## src/rtl/dmem_bridge.sv

```systemverilog
// Data-memory bridge: turns the MIPS32 memory controller's level-held request into a single
// transaction on either on-chip BRAM (fixed 1-cycle latency) or an external req/ack bus with timeout.
module dmem_bridge #(
  parameter logic [31:0] BRAM_BASE = 32'h0000_0000,
  parameter int          BRAM_AW   = 14,
  parameter int          TIMEOUT   = 255,
  parameter logic [31:0] ERR_DATA  = 32'hDEAD_BEEF
) (
  input  logic               clock,
  input  logic               reset,
  input  logic [31:0]        Address,
  input  logic [31:0]        MWriteData,
  input  logic [3:0]         WriteEnable,
  input  logic               ReadEnable,
  output logic [31:0]        MReadData,
  output logic               DataMem_Ready,
  output logic               bram_en,
  output logic [3:0]         bram_we,
  output logic [BRAM_AW-1:0] bram_addr,
  output logic [31:0]        bram_wdata,
  input  logic [31:0]        bram_rdata,
  output logic               ext_req,
  output logic [3:0]         ext_we,
  output logic [29:0]        ext_addr,
  output logic [31:0]        ext_wdata,
  input  logic [31:0]        ext_rdata,
  input  logic               ext_ack,
  output logic               bus_error
);
  localparam int CW = (TIMEOUT < 2) ? 1 : $clog2(TIMEOUT + 1);

  typedef enum logic [1:0] {IDLE, B_RESP, E_REQ, E_RESP} state_t;
  state_t state, state_nxt;

  logic [CW-1:0] cnt;
  logic          err_flag;
  logic [31:0]   rdata_reg;
  logic          req, hit, timeout_hit;
  logic          unused_addr_lsbs;

  assign req         = ReadEnable | (|WriteEnable);
  assign hit         = Address[31:BRAM_AW+2] == BRAM_BASE[31:BRAM_AW+2];
  assign timeout_hit = (TIMEOUT != 0) && (cnt == CW'(TIMEOUT - 1));
  assign bram_addr   = Address[BRAM_AW+1:2];
  assign bram_wdata  = MWriteData;
  // Byte offset is ignored: the controller has already trapped misaligned accesses.
  assign unused_addr_lsbs = ^Address[1:0];

  always_ff @(posedge clock) begin
    if (reset) state <= IDLE;
    else       state <= state_nxt;
  end

  // Response states return to IDLE unconditionally, so the still-held request
  // in a Ready cycle can never launch a second transaction.
  always_comb begin
    state_nxt = state;
    case (state)
      IDLE:    if (req) state_nxt = hit ? B_RESP : E_REQ;
      B_RESP:  state_nxt = IDLE;
      E_REQ:   if (ext_ack || timeout_hit) state_nxt = E_RESP;
      E_RESP:  state_nxt = IDLE;
      default: state_nxt = IDLE;
    endcase
  end

  always_comb begin
    bram_en       = (state == IDLE) && req && hit && !reset;
    bram_we       = bram_en ? WriteEnable : 4'b0000;
    DataMem_Ready = !reset && ((state == B_RESP) || (state == E_RESP));
    bus_error     = !reset && (state == E_RESP) && err_flag;
    MReadData     = (state == B_RESP) ? bram_rdata : rdata_reg;
  end

  always_ff @(posedge clock) begin
    if (reset) begin
      ext_req   <= 1'b0;
      ext_we    <= 4'b0000;
      ext_addr  <= '0;
      ext_wdata <= '0;
      rdata_reg <= '0;
      cnt       <= '0;
      err_flag  <= 1'b0;
    end else begin
      case (state)
        IDLE: if (req && !hit) begin
          ext_addr  <= Address[31:2];
          ext_we    <= WriteEnable;
          ext_wdata <= MWriteData;
          ext_req   <= 1'b1;
          cnt       <= '0;
        end
        E_REQ: begin
          cnt <= cnt + 1'b1;
          // An ack in the final timeout cycle still completes normally.
          if (ext_ack) begin
            rdata_reg <= ext_rdata;
            ext_req   <= 1'b0;
          end else if (timeout_hit) begin
            rdata_reg <= ERR_DATA;
            ext_req   <= 1'b0;
            err_flag  <= 1'b1;
          end
        end
        E_RESP:  err_flag <= 1'b0;
        default: ;
      endcase
    end
  end
endmodule

```

## config.mk

```make
export PLATFORM = sky130hd
export DESIGN_NAME = dmem_bridge
export DESIGN_NICKNAME = d
export VERILOG_FILES = /design/src/rtl/dmem_bridge.sv
export SDC_FILE = /design/constraint.sdc
export NUM_CORES = 1
export LEC_CHECK = 0
export ABC_AREA = 0
export CORE_ASPECT_RATIO = 1.1
export CORE_MARGIN = 10
export CORE_UTILIZATION = 38
export CTS_CLUSTER_DIAMETER = 40
export CTS_CLUSTER_SIZE = 12
export DETAILED_ROUTE_END_ITERATION = 8
export GPL_TIMING_DRIVEN = 0
export PLACE_DENSITY = 0.84
export SLEW_MARGIN = 20
export SYNTH_ARGS = -nofsm -noshare
export SYNTH_HDL_FRONTEND = slang
export SYNTH_SLANG_ARGS = --single-unit
```

## constraint.sdc

```tcl
create_clock -name clock -period 1.5 [get_ports clock]
set_input_delay 0.3 -clock clock [delete_from_list [all_inputs] [get_ports clock]]
set_output_delay 0.3 -clock clock [all_outputs]
set_load 0.1 [all_outputs]
```

==> results.yml, run 1 <==
grt:
  antenna_found_initial: 0
  grt_overflow_total: 0
  grt_pass1_wl_mm: 38.5
  grt_max_degree: 18
  grt_pass1_vias: 6378
  grt_use_total_pct: 22.4
run_status:
  status: "finished, violations left"
  violations: "negative setup slack"
clock_network:
  ctsHoldBuffers: 0
  clk_latency_ps: 350
  cts-root-buf: "clkbuf_16"
  cts_tree: "yes"
  cts_inserted_buffers: 9
  cts.sinks: 110
  h-tree-depth: 3
  cts_buffer_depth: 2
  clk_pin_slew_ps: 80
routing:
  ant_nets: 0
  drt_drc_violations_left: 0
  vias: 6036
  drt_iter0_drc: 265
  viasPerCell: 5.54
  wl_per_cell_um: 24.5
  drtPass1Iterations: 5
  routed_wl_mm: 26.6
floorplan:
  rows: 48
  num_io_pins: 288
  fp.dieW_um: 140
  dieArea_um2: 21300
  die_y_um: 152
  floorplan.initialDensity_pct: 38.5
  core-area_um2: 15700
logic_synthesis:
  synth_top_area_cell: "dfxtp_1"
  synthFlopType: "dfxtp_1"
  syn_nets: 685
  yosysMostFrequentCell: "dfxtp_1"
  ys_ff_latch: 110
  async_reset_ff_share_pct: 0
  syn_inst: 547
  synth_area_leaders: "dfxtp_1, nand3_2, a21oi_2"
  synth.distinct_cells: 50
  synth_seq_area_share_pct: 36.5
  syn_avg_cell_area_um2: 11.0
  synth_common_cells: "dfxtp_1, o31ai_1, a21oi_2, nand3_2, buf_4"
  synth_edf_count: 0
  synth.cell_area_um2: 6040
  synth_top_area_share_pct: 36.5
  yosysWarnings: 0
layout:
  drive_gt1_share_pct: 67.3
  area_growth_pct: 84.6
  fin_nets: 1022
  diodes: 0
  stdcell_count: 1089
placed_design:
  dpl.cell_count: 1032
  portBuffers: 285
  dp_hpwl_mm: 17.1
  gp_congestion: 0.823
  dp_slack_ps: -1970
critical_path:
  reg2reg_to: "ext_wdata[24]$_SDFFE_PP0P_"
  crit_fanout: 10
  end_kind: "output pin"
  critical_path_class: "flip-flop to output pin"
  crit_path_end: "MReadData[30]"
  startpoint: "state[0]$_SDFFE_PP0P_"
  critical_path.startpoint_type: "flip-flop"
  required_ps: 1200
  cp.arrival_ps: 1830
  r2r_slack_ps: -180
  rr_worst_depth: 7
  reg2reg_from: "state[1]$_SDFFE_PP0P_"
pwr:
  peakVddDrop_mv: 0.537
  powerDensity_nw_per_um2: 958
  leakage_uw: 0.00470
timing:
  skew_ps: 10.2
  rsz0062_at_grt: "yes"
  layout_min_cycle_time_ps: 2130
  setup_viol: 131
  hold_violations: 0
  worst_pin_slew_ps: 643
  slew_headroom_pct: 57.2
  timing.final.ws_setup_ps: -625
  final-max-slew-violation-count: 0
  post-route-period-util_pct: 142
  max_freq_mhz: 471
flow_run:
  drv_cap: 0
min_path:
  hold_path.class: "primary input to flip-flop"
-- worst max-delay path, stage by stage, from the launching register on --
cell,delay (ps)
dfxtp_4,380
nor2b_2,210
buf_8,190
buf_12,160
mux2_4,340
buf_12,170
-- layout by cell type (no fill, tap or decap), types with 6 or more instances in the layout --
| master | count |
|---|---|
| a21oi_2 | 61 |
| a31o_2 | 9 |
| and3_1 | 8 |
| buf_12 | 56 |
| buf_16 | 8 |
| buf_2 | 61 |
| buf_4 | 73 |
| buf_6 | 63 |
| buf_8 | 13 |
| clkbuf_16 | 9 |
| clkbuf_2 | 7 |
| clkbuf_4 | 12 |
| clkbuf_8 | 14 |
| clkdlybuf4s50_1 | 106 |
| dfxtp_1 | 103 |
| dfxtp_2 | 6 |
| dlymetal6s2s_1 | 6 |
| mux2_4 | 31 |
| nand3_1 | 8 |
| nand3_2 | 54 |
| nand3_4 | 8 |
| o221a_4 | 23 |
| o31ai_1 | 10 |
| o31ai_2 | 46 |
| o31ai_4 | 6 |
-- per-stage QoR --
stage | TNS [ps] | power [µW] | hold slack [ps] | area [µm²] | utilization, %
2_1_floorplan | -12860 | 6400 | 426 | 6460 | -
3_3_place_gp | -171860 | 7550 | 443 | 9560 | 61.0
3_5_place_dp | -173860 | 7600 | 455 | 9560 | 61.0
4_1_cts | -35760 | 10400 | 159 | 10600 | 67.6
5_1_grt | -36920 | 10900 | 194 | 11200 | 71.2
6_report | -32650 | 10700 | 188 | 11200 | 71.2
-- timing repair --
action                     in CTS  in global routing
setup buffers                  25                 12
setup endpoints to repair     257                170
resized for setup            1128                142
cloned                         10                  0
pin swaps                      21                 12
-- metal layers --
layer	GRT usage [%]	part of all wire (%)	vias to the layer above
met3	7.89	9.7	49
met4	7.23	2.6	0
met1	24.9	37	2958
met2	38.6	50	314
li1	-	-	2715
met5	0	0	-
-- kinds of logic (layout without fill, tap and decap cells) --
kind of cell               count (synthesis)  after routing  synth area share (%)
and+or+nand+nor                          120            120                  16.4
AOI/OAI and AO/OA                        174            175                  24.6
DFF                                      110            110                  36.5
adders and majority gates                  2              2                 0.414
muxes                                     32             32                  5.97
buffers and inverters                    107            448                  15.9
xor gates and xnor gates                   2              2                 0.290
-- how the worst min path moves through the flow --
| stage | start | to | slack, ps | depth (start not counted) |
|---|---|---|---|---|
| 3_5_place_dp | ext_req$_SDFFE_PP0P_ | ext_req$_SDFFE_PP0P_ | 460 | 2 |
| 6_report | WriteEnable[1] | ext_we[1]$_SDFFE_PP0P_ | 190 | 2 |
| 2_1_floorplan | WriteEnable[0] | ext_we[0]$_SDFFE_PP0P_ | 430 | 1 |
| 5_1_grt | Address[30] | ext_addr[28]$_SDFFE_PP0P_ | 190 | 3 |
| 3_3_place_gp | ext_req$_SDFFE_PP0P_ | ext_req$_SDFFE_PP0P_ | 440 | 2 |
| 4_1_cts | WriteEnable[1] | ext_we[1]$_SDFFE_PP0P_ | 160 | 2 |
-- area by class of cell --
type,count,area [µm²]
Inverter,4,15.0
Buffer,101,1020
Sequential cell,110,2210
Clock buffer,12,246
Timing Repair Buffer,327,3610
Clock inverter,4,53.8
Fill cell,1006,4520
Multi-Input combinational cell,331,3750
Tap cell,200,250
-- where the power goes --
group / switching, µW / internal (µW)
Combinational: 3150 / 1720
Sequential: 178 / 3130
Clock: 1150 / 1350
(Power assumes the default switching activity.)
==> run 2: changes to the inputs <==
--- a/config.mk
+++ b/config.mk
@@ -8,12 +8,12 @@
 export ABC_AREA = 0
 export CORE_ASPECT_RATIO = 1.1
 export CORE_MARGIN = 10
-export CORE_UTILIZATION = 38
+export CORE_UTILIZATION = 24
 export CTS_CLUSTER_DIAMETER = 40
 export CTS_CLUSTER_SIZE = 12
 export DETAILED_ROUTE_END_ITERATION = 8
 export GPL_TIMING_DRIVEN = 0
-export PLACE_DENSITY = 0.84
+export PLACE_DENSITY = 0.6
 export SLEW_MARGIN = 20
 export SYNTH_ARGS = -nofsm -noshare
 export SYNTH_HDL_FRONTEND = slang
==> results.yml, run 2 (same netlist as run 1, synthesis figures left out) <==
run_status:
  status: "finished, violations left"
  violations: "negative setup slack"
critical_path:
  crit_fanout: 5
  end_kind: "output pin"
  r2r_slack_ps: -140
  rr_worst_depth: 5
  cp.arrival_ps: 1810
  required_ps: 1200
  reg2reg_from: "state[1]$_SDFFE_PP0P_"
  critical_path_class: "flip-flop to output pin"
  reg2reg_to: "ext_addr[0]$_SDFFE_PP0P_"
  critical_path.startpoint_type: "flip-flop"
clock_network:
  ctsHoldBuffers: 0
  clk_latency_ps: 350
  h-tree-depth: 3
  cts-root-buf: "clkbuf_16"
  cts.sinks: 110
  clk_pin_slew_ps: 80
  cts_inserted_buffers: 9
  cts_tree: "yes"
  cts_buffer_depth: 2
timing:
  skew_ps: 9.04
  post-route-period-util_pct: 141
  layout_min_cycle_time_ps: 2110
  final-max-slew-violation-count: 0
  setup_viol: 124
  rsz0062_at_grt: "yes"
  hold_violations: 0
  slew_headroom_pct: 54.8
  timing.final.ws_setup_ps: -613
  max_freq_mhz: 473
  worst_pin_slew_ps: 678
routing:
  drt_iter0_drc: 143
  drtPass1Iterations: 4
  drt_drc_violations_left: 0
  vias: 5525
  wl_per_cell_um: 20.4
  ant_nets: 0
  viasPerCell: 4.64
  routed_wl_mm: 24.3
pwr:
  pwr-share-comb_pct: 44.8
  powerDensity_nw_per_um2: 927
  seqPwrFrac_pct: 31.9
  leakage_uw: 0.00457
  p_sw_share_pct: 42.8
  clkPwrFrac_pct: 23.2
  power.total_uw: 10300
  peakVddDrop_mv: 0.474
  p_int_uw: 5890
  p_sw_uw: 4410
flow_run:
  drv_cap: 0
floorplan:
  num_io_pins: 288
  rows: 60
  fp.dieW_um: 171
  dieArea_um2: 31900
  die_y_um: 186
  core-area_um2: 24600
  floorplan.initialDensity_pct: 24.5
grt:
  grt_max_degree: 21
  antenna_found_initial: 1
  grt_pass1_wl_mm: 36.8
  grt_pass1_vias: 6051
  grt_overflow_total: 0
  grt_use_total_pct: 14.7
layout:
  finish.utilization_pct: 45.1
  seqCellArea_um2: 2220
  fillerInstances: 2347
  area_growth_pct: 84.0
  layout_commonest_cell: "clkdlybuf4s50_1"
  final_cell_mix: "clkdlybuf4s50_1, dfxtp_1, buf_4"
  diodes: 0
  fin_nets: 1014
  multiInputGateArea_um2: 3730
  drive_gt1_share_pct: 67.7
min_path:
  hold_path.class: "primary input to flip-flop"
  min-delay-start: "Address[24]"
  whs_endpoint: "ext_addr[22]$_SDFFE_PP0P_"
  holdPathStages: 3
placed_design:
  portBuffers: 285
  dp_hpwl_mm: 18.3
  gp_congestion: 0.749
## run 2: worst max-delay path, stage by stage, from the launching register on
cell     delay [ps]
dfxtp_4         370
or3_4           410
nor3_4          200
buf_12          150
and2_4          150
buf_12          170
## run 2: layout make-up
class	count	area share, %
Clock buffer	9	2.03
Inverter	4	0.135
Tap cell	310	3.49
Clock inverter	7	0.574
Multi-Input combinational cell	331	33.5
Sequential cell	110	20.0
Buffer	101	9.41
Timing Repair Buffer	319	30.9
## run 2: worst max-delay path by stage
stage,startpoint,endpoint
final,state[0]$_SDFFE_PP0P_,bram_we[1]
after global routing,state[0]$_SDFFE_PP0P_,bram_we[1]
after CTS,state[0]$_SDFFE_PP0P_,bram_we[1]
after detailed placement,Address[18],bram_we[1]
after global placement,Address[18],bram_we[1]
after floorplan,state[0]$_SDFFE_PP0P_,bram_we[0]
## run 2: through the flow
step | cell area [µm²] | worst slack, ps | TNS (ps) | cells | hold slack, ps
3_5_place_dp | 9700 | -2050 | -182500 | 1142 | 452
5_1_grt | 11100 | -670 | -34040 | 1191 | 184
6_report | 11100 | -613 | -26550 | 1191 | 191
2_1_floorplan | 6460 | -905 | -12860 | 547 | 426
4_1_cts | 10800 | -715 | -28550 | 1190 | 190
3_3_place_gp | 9700 | -2080 | -181030 | 1142 | 449
## run 2: what timing repair did
action | 4_1_cts | 5_1_grt
cloned | 7 | 0
setup buffers | 27 | 5
pin swaps | 16 | 9
setup endpoints to repair | 261 | 178
resized for setup | 1164 | 92
## run 2: per-layer routing
layer  vias to the layer above  GRT usage (%)  wire (µm)
li1                       2694              -          -
met1                      2628           16.3       9830
met2                       187           25.7      12100
met3                        14           6.24       2270
met4                         2           2.21        156
met5                         -              0         13
## run 2: power by group through the flow
stage	Combinational, µW	Clock, µW	Sequential (µW)
after floorplan	2060	0	4340
after global placement	4270	0	3330
after detailed placement	4280	0	3330
after CTS	4570	2490	3280
after global routing	4790	2600	3320
final	4620	2390	3290
